<file path="src/rtl/divider_pkg.sv">
// Shared widths, constants and state encoding for the sequential restoring divider.
package divider_pkg;

  localparam int unsigned DW           = 8;
  localparam int unsigned VW           = 4;
  localparam int unsigned ITERATIONS   = 8;
  localparam int unsigned CNT_W        = $clog2(ITERATIONS);
  localparam logic [DW-1:0] DBZ_QUOTIENT = 8'hFF;

  typedef enum logic [1:0] {
    IDLE = 2'd0,
    RUN  = 2'd1,
    DONE = 2'd2
  } state_t;

endpackage

</file>
<file path="src/rtl/seq_divider_if.sv">
// Request/result bundle between the switch/key front end and the divider.
interface seq_divider_if;
  import divider_pkg::*;

  logic          start;
  logic [DW-1:0] dividend;
  logic [VW-1:0] divisor;
  logic          busy;
  logic          done;
  logic          dbz;
  logic [DW-1:0] quotient;
  logic [VW-1:0] remainder;

  modport master (
    output start, dividend, divisor,
    input  busy, done, dbz, quotient, remainder
  );

  modport slave (
    input  start, dividend, divisor,
    output busy, done, dbz, quotient, remainder
  );

endinterface

</file>
<file path="src/rtl/seq_divider_trial_subtract.sv">
// Combinational trial subtraction: 5-bit partial remainder minus 4-bit divisor.
module trial_subtract
  import divider_pkg::*;
(
  input  logic [VW:0]   minuend,
  input  logic [VW-1:0] subtrahend,
  output logic [VW-1:0] diff,
  output logic          ge
);

  logic [VW:0] carry;

  // Ripple adder on the inverted divisor with carry-in 1. The top stage adds
  // the implicit inverted zero bit, so only its carry is needed: whenever ge
  // is set the difference fits in VW bits.
  always_comb begin
    carry    = '0;
    diff     = '0;
    carry[0] = 1'b1;
    for (int i = 0; i < VW; i++) begin
      diff[i]      = minuend[i] ^ ~subtrahend[i] ^ carry[i];
      carry[i + 1] = (minuend[i] & ~subtrahend[i]) |
                     (carry[i] & (minuend[i] ^ ~subtrahend[i]));
    end
    ge = minuend[VW] | carry[VW];
  end

endmodule

</file>
<file path="src/rtl/seq_divider.sv">
// Multi-cycle unsigned restoring divider, 8-bit dividend by 4-bit divisor,
// one quotient bit per clock, MSB first.
module seq_divider
  import divider_pkg::*;
(
  input  logic         clock,
  input  logic         reset,
  seq_divider_if.slave bus
);

  state_t           state;
  logic [CNT_W-1:0] count;
  logic [DW-1:0]    work;
  logic [VW-1:0]    dvs;
  logic [VW-1:0]    p;
  logic [VW:0]      p_shift;
  logic [VW-1:0]    diff;
  logic             ge;
  logic [VW-1:0]    p_next;
  logic [DW-1:0]    work_next;

  // work holds the unconsumed dividend bits at the top and the quotient bits
  // collected so far at the bottom; after the last step it is the quotient.
  assign p_shift   = {p, work[DW-1]};
  assign p_next    = ge ? diff : p_shift[VW-1:0];
  assign work_next = {work[DW-2:0], ge};

  trial_subtract u_trial (
    .minuend    (p_shift),
    .subtrahend (dvs),
    .diff       (diff),
    .ge         (ge)
  );

  always_ff @(posedge clock) begin
    if (reset) begin
      state         <= IDLE;
      count         <= '0;
      work          <= '0;
      dvs           <= '0;
      p             <= '0;
      bus.busy      <= 1'b0;
      bus.done      <= 1'b0;
      bus.dbz       <= 1'b0;
      bus.quotient  <= '0;
      bus.remainder <= '0;
    end else begin
      bus.done <= 1'b0;
      case (state)
        IDLE: begin
          if (bus.start) begin
            if (bus.divisor != '0) begin
              dvs      <= bus.divisor;
              work     <= bus.dividend;
              p        <= '0;
              count    <= '0;
              bus.busy <= 1'b1;
              bus.dbz  <= 1'b0;
              state    <= RUN;
            end else begin
              bus.dbz       <= 1'b1;
              bus.quotient  <= DBZ_QUOTIENT;
              bus.remainder <= '0;
              bus.done      <= 1'b1;
              state         <= DONE;
            end
          end
        end
        RUN: begin
          work  <= work_next;
          p     <= p_next;
          count <= count + CNT_W'(1);
          if (count == CNT_W'(ITERATIONS - 1)) begin
            bus.busy      <= 1'b0;
            bus.done      <= 1'b1;
            bus.quotient  <= work_next;
            bus.remainder <= p_next;
            state         <= DONE;
          end
        end
        DONE:    state <= IDLE;
        default: state <= IDLE;
      endcase
    end
  end

endmodule

</file>
<file path="src/flat_wrapper.sv">
// flat-port wrapper written by rule: the top's interface ports become plain ports
module seq_divider_flat import divider_pkg::*;
  (clock, reset, bus_start, bus_dividend, bus_divisor, bus_busy, bus_done, bus_dbz, bus_quotient, bus_remainder);
  seq_divider_if bus_i ();
  input  logic clock;
  input  logic reset;
  input wire logic [$bits(bus_i.start)-1:0] bus_start;
  input wire logic [$bits(bus_i.dividend)-1:0] bus_dividend;
  input wire logic [$bits(bus_i.divisor)-1:0] bus_divisor;
  output wire logic [$bits(bus_i.busy)-1:0] bus_busy;
  output wire logic [$bits(bus_i.done)-1:0] bus_done;
  output wire logic [$bits(bus_i.dbz)-1:0] bus_dbz;
  output wire logic [$bits(bus_i.quotient)-1:0] bus_quotient;
  output wire logic [$bits(bus_i.remainder)-1:0] bus_remainder;
  assign bus_i.start = bus_start;
  assign bus_i.dividend = bus_dividend;
  assign bus_i.divisor = bus_divisor;
  assign bus_busy = bus_i.busy;
  assign bus_done = bus_i.done;
  assign bus_dbz = bus_i.dbz;
  assign bus_quotient = bus_i.quotient;
  assign bus_remainder = bus_i.remainder;
  seq_divider u_core (.clock(clock), .reset(reset), .bus(bus_i));
endmodule
</file>
<file path="config.mk">
export PLATFORM = sky130hd
export DESIGN_NAME = seq_divider_flat
export DESIGN_NICKNAME = d
export VERILOG_FILES = /design/src/rtl/divider_pkg.sv /design/src/rtl/seq_divider_if.sv /design/src/rtl/seq_divider_trial_subtract.sv /design/src/rtl/seq_divider.sv /design/src/flat_wrapper.sv
export SDC_FILE = /design/constraint.sdc
export NUM_CORES = 1
export LEC_CHECK = 0
export CAP_MARGIN = 10
export CORE_ASPECT_RATIO = 1.1
export CORE_MARGIN = 2
export CORE_UTILIZATION = 35
export DETAILED_ROUTE_END_ITERATION = 16
export PLACE_DENSITY = 0.69
export REMOVE_ABC_BUFFERS = 1
export SYNTH_ARGS = -nofsm -noshare
export SYNTH_HDL_FRONTEND = slang
export SYNTH_SLANG_ARGS = --single-unit
export TNS_END_PERCENT = 20
</file>
<file path="constraint.sdc">
create_clock -name clock -period 2.35 [get_ports clock]
set_input_delay 0.47 -clock clock [delete_from_list [all_inputs] [get_ports clock]]
set_output_delay 0.47 -clock clock [all_outputs]
set_load 0.02 [all_outputs]
</file>
---- After elaboration in Yosys (flattened, before gate mapping) ----
Index checks and enable logic that the tools add are counted.
word-level totals
  bits in registers ....................... 36
  input bits .............................. 15
operators by class
  add/sub/neg operators ................... 1
  equality and inequality tests ........... 6
  muxes and demuxes ....................... 30
  bitwise gates (word level) .............. 24
  reduce and logical (&&, ||, !) cells .... 9
operators by type and width
  cell                                                                   count
  8-bit two-way mux                                                      5
  8-bit case mux with 2 select lines                                     2
  4-bit two-way mux                                                      6
  4-bit case mux with 2 select lines                                     2
  4-bit AND reduction                                                    2
  1-bit AND                                                              7
  1-bit XOR                                                              7
  1-bit two-way mux                                                      6
  2-bit two-way mux                                                      3
  3-bit two-way mux                                                      2
  3-bit case mux with 2 select lines                                     1
  3-bit AND reduction                                                    2
  1-bit NOT                                                              5
  1-bit bitwise OR                                                       5
  2-bit by 1-bit != test with 1-bit output, second input constant        2
  2-bit != test, second input constant                                   2
  1-bit case mux with 2 select lines                                     2
  2-bit case mux with 2 select lines                                     1
  2-bit AND reduction                                                    2
  4-bit nonzero test                                                     1
  3-bit by 1-bit adder with 3-bit output, second input constant          1
  3-bit equality test, second input constant                             1
  2-bit by 1-bit equality test with 1-bit output, second input constant  1
  2-bit zero test                                                        1
  2-bit nonzero test                                                     1

---- Longest topological paths before layout ----
Gate-level depths: netlist of run 1.
  word-level depth ........................ 13
  gate-level depth with buffers ........... 12
  mapped depth without buffers ............ 11

---- Cells and area by module ----
A second synthesis of run 1 with hierarchy kept.
second synthesis, totals
  cell total of the unflattened synthesis .. 173
  area, all modules ....................... 1,700.4 um^2
by module, submodules not included
  module          instances  cells an instance  area an instance (um^2)
  seq_divider     1          160                1,591.5
  trial_subtract  1          13                 108.9

---- Least setup slack after synthesis of run 1 ----
No wires, ideal clock.
  path kind ............................... register -> register
  from .................................... register u_core.work[7]
  to ...................................... register u_core.p[1]
  data arrival time ....................... 2,037 ps
  required time ........................... 2,222 ps
  slack ................................... 186 ps
  cell stages (with the launch flop) ...... 13
  buffers on the path ..................... 1
  period minus slack after synthesis ...... 2,164 ps
  cell sequence ........................... dfxtp_1 inv_1 ha_1 inv_1 fa_1 fa_1 inv_1 fa_1 nand2b_1 clkbuf_1 mux2i_1 o22a_1 nor2_1
between the ends
  word-level cells in the longest chain between the ends .. 11
ends and longest elaborated chain
  item                                    RTL line                                                            source
  from (decl)                             seq_divider.sv:13                                                   logic [DW-1:0] work;
  from (signal assigned)                  seq_divider.sv:54                                                   work <= bus.dividend;
  from (signal assigned)                  seq_divider.sv:70                                                   work <= work_next;
  1-bit AND or 1-bit XOR (tied branches)  seq_divider_trial_subtract.sv:22, seq_divider_trial_subtract.sv:23
  1-bit bitwise OR (*)                    seq_divider_trial_subtract.sv:22                                    carry[i + 1] = (minuend[i] & ~subtrahend[i]) |
  1-bit AND                               seq_divider_trial_subtract.sv:23                                    (carry[i] & (minuend[i] ^ ~subtrahend[i]));
  1-bit bitwise OR                        seq_divider_trial_subtract.sv:22
  1-bit AND                               seq_divider_trial_subtract.sv:23
  1-bit bitwise OR                        seq_divider_trial_subtract.sv:22
  1-bit AND                               seq_divider_trial_subtract.sv:23
  1-bit bitwise OR                        seq_divider_trial_subtract.sv:22
  1-bit bitwise OR                        seq_divider_trial_subtract.sv:25                                    ge = minuend[VW] | carry[VW];
  4-bit two-way mux (*)                   seq_divider.sv:25                                                   assign p_next = ge ? diff : p_shift[VW-1:0];
  4-bit case mux with 2 select lines (*)  seq_divider.sv:49                                                   case (state)
  to (signal assigned)                    seq_divider.sv:71                                                   p <= p_next;
  to (decl)                               seq_divider.sv:15                                                   logic [VW-1:0] p;
Every way passes the cells marked *; elsewhere a longest branch is shown, timed or not.
A chain may end at the register's enable or synchronous reset.

---- Worst setup path in the final report of run 1 ----
  from .................................... register u_core.work[7]
  to ...................................... register u_core.bus.remainder[3]
between the ends
  word-level cells in the longest chain between the ends .. 12
ends and longest elaborated chain
  item                                    RTL line                                                            source
  1-bit AND or 1-bit XOR (tied branches)  seq_divider_trial_subtract.sv:22, seq_divider_trial_subtract.sv:23
  1-bit bitwise OR (*)                    seq_divider_trial_subtract.sv:22
  1-bit AND (*)                           seq_divider_trial_subtract.sv:23
  1-bit bitwise OR (*)                    seq_divider_trial_subtract.sv:22
  1-bit AND (*)                           seq_divider_trial_subtract.sv:23
  1-bit bitwise OR (*)                    seq_divider_trial_subtract.sv:22
  1-bit AND                               seq_divider_trial_subtract.sv:23
  1-bit bitwise OR                        seq_divider_trial_subtract.sv:22
  1-bit bitwise OR                        seq_divider_trial_subtract.sv:25
  4-bit two-way mux (*)                   seq_divider.sv:25
  4-bit two-way mux (*)                   seq_divider.sv:73                                                   if (count == CNT_W'(ITERATIONS - 1)) begin
  4-bit case mux with 2 select lines (*)  seq_divider.sv:49
  to (signal assigned)                    seq_divider.sv:77                                                   bus.remainder <= p_next;
  to (decl)                               seq_divider_if.sv:21                                                output busy, done, dbz, quotient, remainder
Every way passes the cells marked *; elsewhere a longest branch is shown, timed or not. The select of a mux whose other input is x is not followed.

==> impl_metrics.env, run 1 <==
export IMPL_pin_count=30
export IMPL_yosys_top_cells_area="dfxtp_1 (45%), a21oi_1 (5.9%), nand3b_1 (5.6%), nand2_1 (4.2%), fa_1 (3.7%)"
export IMPL_cp_data_required_time_ns=2.58
export IMPL_worstPathCellList="inv_2 > ha_1 > inv_1 > fa_2 > fa_2 > inv_1 > fa_2 > mux2i_1 > nand2_1 > o21ai_1"
export IMPL_vias=1280
export IMPL_ys_types=28
export IMPL_drt_antenna_violating_nets=0
export IMPL_path_max_fanout=2
export IMPL_outcome="finished clean"
export IMPL_critical_path_top_delay_family="adder cells"
export IMPL_fp_dieH_um=75.3
export IMPL_worst_path_buf_inv=3
export IMPL_track_usage=0.154
export IMPL_holdPathStages=2
export IMPL_yosysMostFrequentCell="dfxtp_1"
export IMPL_place_hpwl_um=2270
export IMPL_power_frac_comb=0.181
export IMPL_dieArea_um2=5190
export IMPL_p_int_mw=0.994
export IMPL_post_route_min_period_ns=2.21
export IMPL_io_buffer_count=29
export IMPL_setup_viol=0
export IMPL_skew_ns=0.00383
export IMPL_fin_crit_sh=0.940
export IMPL_initial_core_util=0.370
export IMPL_tritoncts="built"
export IMPL_regToRegSetupSlack_ns=0.14
export IMPL_slew_headroom=0.474
export IMPL_r2r_cells=10
export IMPL_synth_top_cell_area_share=0.445
export IMPL_worstHoldEndpoint="u_core.dvs[2]"
export IMPL_leakagePower_nw=0.744
export IMPL_avgRoutedWirePerCell_um=13.4
export IMPL_root_buffer="clkbuf_8"
export IMPL_r2r_end="u_core.bus.remainder[3]"
export IMPL_worstPathArrival_ns=2.44
export IMPL_min_path_type="reg -> reg"
export IMPL_synth_edf_count=0
export IMPL_first_pass_iters=4
export IMPL_critPathMaxStageDelay_ns=0.42
export IMPL_via_per_inst=5.00
export IMPL_nets=222
export IMPL_start_kind="register"
export IMPL_tightest_slew_ns=0.789
export IMPL_yosysSeqAreaShare=0.445
export IMPL_drive_above_1_share=0.158
export IMPL_synth_flop_cell="dfxtp_1"
export IMPL_worst_path_stages=10
export IMPL_syn_area_per_cell_um2=9.41
export IMPL_synth_area_um2=1620
export IMPL_yosysTopAreaCell="dfxtp_1"
export IMPL_cts_clk_slew_worst_paths_ns=0.07
export IMPL_async_flop_share=0
export IMPL_grt_max_degree=40
export IMPL_synth_warnings=0
export IMPL_final_setup_worst_slack_ns=0.141
export IMPL_tns_ns=0
export IMPL_multi_input_area_um2=812
export IMPL_seqCellArea_um2=721
export IMPL_clock_sinks=36
export IMPL_clk_path_buf_depth=2
export IMPL_cts_htree_levels=2
export IMPL_yosys_top_cells_count="dfxtp_1 (36), a21oi_1 (19), nand2_1 (18)"
export IMPL_power_switching_mw=0.372
export IMPL_maxCapViolCount=0
export IMPL_rsz0062_at_grt="no"
export IMPL_cellPowerDensity_nw_per_um2=664
export IMPL_numCtsBuffers=5
export IMPL_core_area_um2=4380
export IMPL_worstHoldStart="u_core.dvs[2]"
export IMPL_cpMostUsedCell="fa_2"
export IMPL_nFillCells=426
export IMPL_ir_drop_v=0.000304
export IMPL_drt_wl_total_um=3440
export IMPL_synth_seq_cells=36
export IMPL_place_gp_congestion=0.775
export IMPL_seq_power_share=0.485
export IMPL_cts_hold_buf=0
export IMPL_critPathSlowestCell="fa_2"
export IMPL_r2r_start="u_core.work[7]"
export IMPL_grt_pass1_vias=1274
export IMPL_endpoint_kind="register"
export IMPL_dr_first_iter_drc_count=63
export IMPL_overflow=0
export IMPL_diodes=0
export IMPL_fp_dieW_um=68.9
export IMPL_drv_slew=0
export IMPL_max_freq_ghz=0.453
export IMPL_criticalPathCategory="reg -> reg"
export IMPL_grt_pass1_wl_um=5820
export IMPL_drc=0
export IMPL_p_sw_frac=0.273
export IMPL_antenna_found_initial=0
export IMPL_clockPowerShare=0.335
export IMPL_syn_inst=172
export IMPL_num_rows=25
export IMPL_worst_skew_pair_late_latency_ns=0.29
export IMPL_final_hold_viol_count=0
export IMPL_dp_slack_ns=0.0412
export IMPL_syn_to_final_growth_pct=27.1
==> power by group through the flow <==
stage / registers (mW) / clock network [mW] / logic, mW
floorplan: 0.676 / 0 / 0.132
global placement: 0.673 / 0 / 0.222
detailed placement: 0.674 / 0 / 0.228
CTS: 0.660 / 0.468 / 0.229
global route: 0.665 / 0.498 / 0.274
finish: 0.662 / 0.457 / 0.247
==> sequential cells by signal (all words and copies together), names as in the netlist <==
register	cells
u_core.state	2
u_core.bus.dbz	1
u_core.bus.remainder	4
u_core.bus.quotient	8
u_core.p	4
u_core.bus.done	1
u_core.bus.busy	1
u_core.work	8
u_core.count	3
u_core.dvs	4
==> worst reg2reg max path: stages (launching register included) <==
cell,delay [ns]
dfxtp_1,0.32
inv_2,0.06
ha_1,0.14
inv_1,0.06
fa_2,0.38
fa_2,0.34
inv_1,0.07
fa_2,0.42
mux2i_1,0.19
nand2_1,0.07
o21ai_1,0.11
==> timing repair <==
action | CTS | global route
resized for setup | 0 | 10
endpoints found under the setup margin | 0 | 9
setup buffers | 0 | 0
==> final cells by class <==
type,instances,share of cell area
Clock buffer,6,0.0401
Clock inverter,2,0.00486
Inverter,6,0.0109
Multi-Input combinational cell,116,0.395
Sequential cell,36,0.350
Tap cell,54,0.0328
Timing Repair Buffer,36,0.167
==> how the worst max path moves through the flow <==
| stage | startpoint | to | slack (ns) |
|---|---|---|---|
| floorplan | u_core.work[7] | u_core.p[3] | 0.24 |
| global placement | u_core.work[7] | u_core.p[1] | 0.13 |
| detailed placement | u_core.work[7] | u_core.bus.remainder[1] | 0.04 |
| CTS | u_core.work[7] | u_core.bus.remainder[1] | 0.01 |
| global route | u_core.work[7] | u_core.bus.remainder[0] | 0.01 |
| finish | u_core.work[7] | u_core.bus.remainder[3] | 0.14 |
==> through the flow <==
step / std cells / total power [mW] / hold slack, ns / instance area [µm²] / utilization
6_report: 256 / 1.37 / 0.455 / 2060 / 0.470
4_1_cts: 256 / 1.36 / 0.455 / 2020 / 0.462
3_5_place_dp: 248 / 0.902 / 0.445 / 1930 / 0.441
2_1_floorplan: 158 / 0.808 / 0.430 / 1520 / -
3_3_place_gp: 248 / 0.895 / 0.441 / 1930 / 0.441
5_1_grt: 256 / 1.44 / 0.470 / 2060 / 0.470
==> routing by layer <==
metal	part of all wire	vias to the layer above	track usage	routed length [µm]
met3	0.042	6	0.0517	145
met4	0.018	0	0.0675	61
met2	0.47	27	0.243	1620
li1	-	645	-	-
met5	0	-	0	0
met1	0.47	602	0.192	1620
==> cells by family (layout without fill, tap and decap cells) <==
logic type / Yosys count / in the layout / synth area share
mux: 5 / 5 / 0.0309
fa+ha+maj: 6 / 6 / 0.0603
simple gates: 55 / 55 / 0.192
buf+inv: 20 / 50 / 0.0742
flops: 36 / 36 / 0.445
compound gates: 50 / 50 / 0.197
==> placed cells by master (no fill, tap or decap), types with 4 or more instances in the layout <==
| cell type | n |
|---|---|
| inv_1 | 5 |
| a21oi_2 | 4 |
| nand3b_1 | 12 |
| o21bai_1 | 8 |
| clkbuf_8 | 6 |
| o21ai_0 | 5 |
| nand3_1 | 4 |
| nand2b_1 | 5 |
| a21oi_1 | 19 |
| buf_4 | 7 |
| clkdlybuf4s50_1 | 29 |
| nand2_1 | 18 |
| dfxtp_1 | 36 |
| o21ai_1 | 5 |
| nor2_1 | 11 |
No activity file was read; power rests on OpenSTA's default activity.
==> run 2: changes to the inputs <==
--- a/config.mk
+++ b/config.mk
@@ -8,9 +8,10 @@
 export CAP_MARGIN = 10
 export CORE_ASPECT_RATIO = 1.1
 export CORE_MARGIN = 2
-export CORE_UTILIZATION = 35
+export CORE_UTILIZATION = 39
 export DETAILED_ROUTE_END_ITERATION = 16
-export PLACE_DENSITY = 0.69
+export GPL_ROUTABILITY_DRIVEN = 0
+export PLACE_DENSITY = 0.75
 export REMOVE_ABC_BUFFERS = 1
 export SYNTH_ARGS = -nofsm -noshare
 export SYNTH_HDL_FRONTEND = slang
==> run 2 against run 1 <==
Against the previous run: final area shrank 0.24%; register-to-register slack is essentially flat; sequential power is essentially flat; worst setup slack lost 0.015 ns; sequential share of layout area grew 0.085 points; fmax shrank 0.65%; utilization grew 4.8 points; first-iteration DRC count grew 9.5%; final cell count shrank 1.2%; largest cell class unchanged.
==> impl_metrics.env, run 2 (synthesis gave the netlist of run 1 again) <==
export IMPL_syn_to_final_growth_pct=26.8
export IMPL_drive_above_1_share=0.139
export IMPL_leakagePower_nw=0.743
export IMPL_r2r_end="u_core.p[2]"
export IMPL_final_cell_mix="dfxtp_1 (36), clkdlybuf4s50_1 (29), a21oi_1 (19)"
export IMPL_ir_drop_v=0.000360
export IMPL_avgRoutedWirePerCell_um=12.5
export IMPL_numCtsBuffers=5
export IMPL_dieArea_um2=4680
export IMPL_worst_skew_pair_late_latency_ns=0.29
export IMPL_cts_hold_buf=0
export IMPL_root_buffer="clkbuf_8"
export IMPL_critical_path_top_delay_family="adder cells"
export IMPL_startpoint="u_core.work[7]"
export IMPL_slew_headroom=0.488
export IMPL_clk_path_buf_depth=2
export IMPL_endpoint_kind="register"
export IMPL_io_buffer_count=29
export IMPL_critPathSlowestCell="fa_1"
export IMPL_first_pass_iters=4
export IMPL_power_frac_comb=0.178
export IMPL_p_int_mw=0.994
export IMPL_cts_clk_slew_worst_paths_ns=0.07
export IMPL_start_kind="register"
export IMPL_dr_first_iter_drc_count=69
export IMPL_pin_count=30
export IMPL_seqCellArea_um2=721
export IMPL_cp_data_required_time_ns=2.52
export IMPL_overflow=0
export IMPL_core_area_um2=3960
export IMPL_stdcell_area_um2=2050
export IMPL_num_rows=24
export IMPL_diodes=0
export IMPL_drv_slew=0
export IMPL_final_hold_viol_count=0
export IMPL_skew_ns=0.00779
export IMPL_nFillCells=403
export IMPL_regToRegSetupSlack_ns=0.13
export IMPL_outcome="finished clean"
export IMPL_drt_antenna_violating_nets=0
export IMPL_clock_sinks=36
export IMPL_antenna_found_initial=0
export IMPL_layout_commonest_cell="dfxtp_1"
export IMPL_power_switching_mw=0.359
export IMPL_r2r_cells=11
export IMPL_critPathMaxStageDelay_ns=0.42
export IMPL_fp_dieH_um=71.6
export IMPL_grt_max_degree=40
export IMPL_via_per_inst=4.97
export IMPL_criticalPathCategory="reg -> reg"
export IMPL_worst_path_buf_inv=3
export IMPL_grt_pass1_wl_um=5340
export IMPL_place_area_um2=1930
export IMPL_track_usage=0.149
export IMPL_vias=1257
export IMPL_setup_viol=0
export IMPL_worstHoldEndpoint="u_core.work[0]"
export IMPL_finalPower_mw=1.35
export IMPL_fp_dieW_um=65.4
export IMPL_worstPathCellList="inv_1 > ha_1 > inv_1 > fa_2 > fa_2 > inv_2 > fa_1 > nand2b_2 > mux2i_2 > nand2b_1 > a21oi_1"
export IMPL_cellPowerDensity_nw_per_um2=659
export IMPL_tritoncts="built"
export IMPL_rsz0062_at_grt="no"
export IMPL_multi_input_area_um2=807
export IMPL_post_cts_buffers=0
export IMPL_seq_power_share=0.488
export IMPL_maxCapViolCount=0
export IMPL_cts_htree_levels=2
export IMPL_post_route_min_period_ns=2.22
export IMPL_tns_ns=0
export IMPL_holdPathStages=2
export IMPL_p_sw_frac=0.266
export IMPL_clockPowerShare=0.335
export IMPL_max_freq_ghz=0.450
export IMPL_grt_pass1_vias=1191
export IMPL_initial_core_util=0.408
export IMPL_worstPathArrival_ns=2.39
export IMPL_worstHoldStart="u_core.work[0]"
export IMPL_fin_crit_sh=0.946
export IMPL_place_hpwl_um=2060
export IMPL_tightest_slew_ns=0.768
export IMPL_drc=0
export IMPL_min_path_type="reg -> reg"
export IMPL_cts_resized_gates=0
export IMPL_top_regs="u_core.bus.quotient (8), u_core.work (8)"
export IMPL_r2r_start="u_core.work[7]"
export IMPL_drt_wl_total_um=3170
export IMPL_path_max_fanout=5
export IMPL_nets=221
==> run 2: cell count changes in the layout (fill, tap and decap cells not counted), sizes merged <==
cell    change
buf         -1
clkbuf      +2
clkinv      -2
==> run 2: area by class of cell <==
class	instances	share of cell area
inverters	6	0.0110
multi-input cells	116	0.393
well taps	52	0.0317
flip-flops and latches	36	0.351
repair buffers	35	0.169
clock buffers	8	0.0439
==> run 2: worst max path at each step <==
stage	to	depth (start not counted)	slack, ns
3_5_place_dp	u_core.p[1]	11	0.09
2_1_floorplan	u_core.p[3]	10	0.24
3_3_place_gp	u_core.p[1]	11	0.14
4_1_cts	u_core.p[2]	11	0.07
5_1_grt	u_core.p[2]	11	0.008
6_report	u_core.p[2]	11	0.13
==> run 2: worst reg2reg max path: cells and delay by family (launching register included) <==
family	cells	cell delay, ns
AO/OA/AOI/OAI	1	0.06
flip-flops	1	0.33
adder cells (fa/ha/maj)	4	0.98
buffers and inverters	3	0.16
multiplexers	1	0.26
AND/OR/NAND/NOR	2	0.31
==> run 2: power by group through the flow <==
stage	combinational, mW	clock (mW)	sequential, mW
6_report	0.241	0.453	0.660
5_1_grt	0.266	0.500	0.664
4_1_cts	0.225	0.466	0.660
3_5_place_dp	0.223	0	0.673
3_3_place_gp	0.219	0	0.673
2_1_floorplan	0.132	0	0.676
==> run 2: stage by stage <==
stage	hold slack (ns)	cells	utilization	worst slack (ns)
6_report	0.450	253	0.518	0.126
5_1_grt	0.470	253	0.518	0.00784
4_1_cts	0.454	253	0.511	0.0668
3_5_place_dp	0.445	245	0.488	0.0912
3_3_place_gp	0.441	245	0.488	0.140
2_1_floorplan	0.430	158	-	0.237
==> run 2: routing by layer <==
| metal | up-vias | global-route usage | share of wire |
|---|---|---|---|
| met5 | - | 0 | 0 |
| met4 | 0 | 0.0671 | 0.019 |
| met3 | 8 | 0.0487 | 0.052 |
| met2 | 28 | 0.236 | 0.45 |
| met1 | 578 | 0.186 | 0.48 |
| li1 | 643 | - | - |
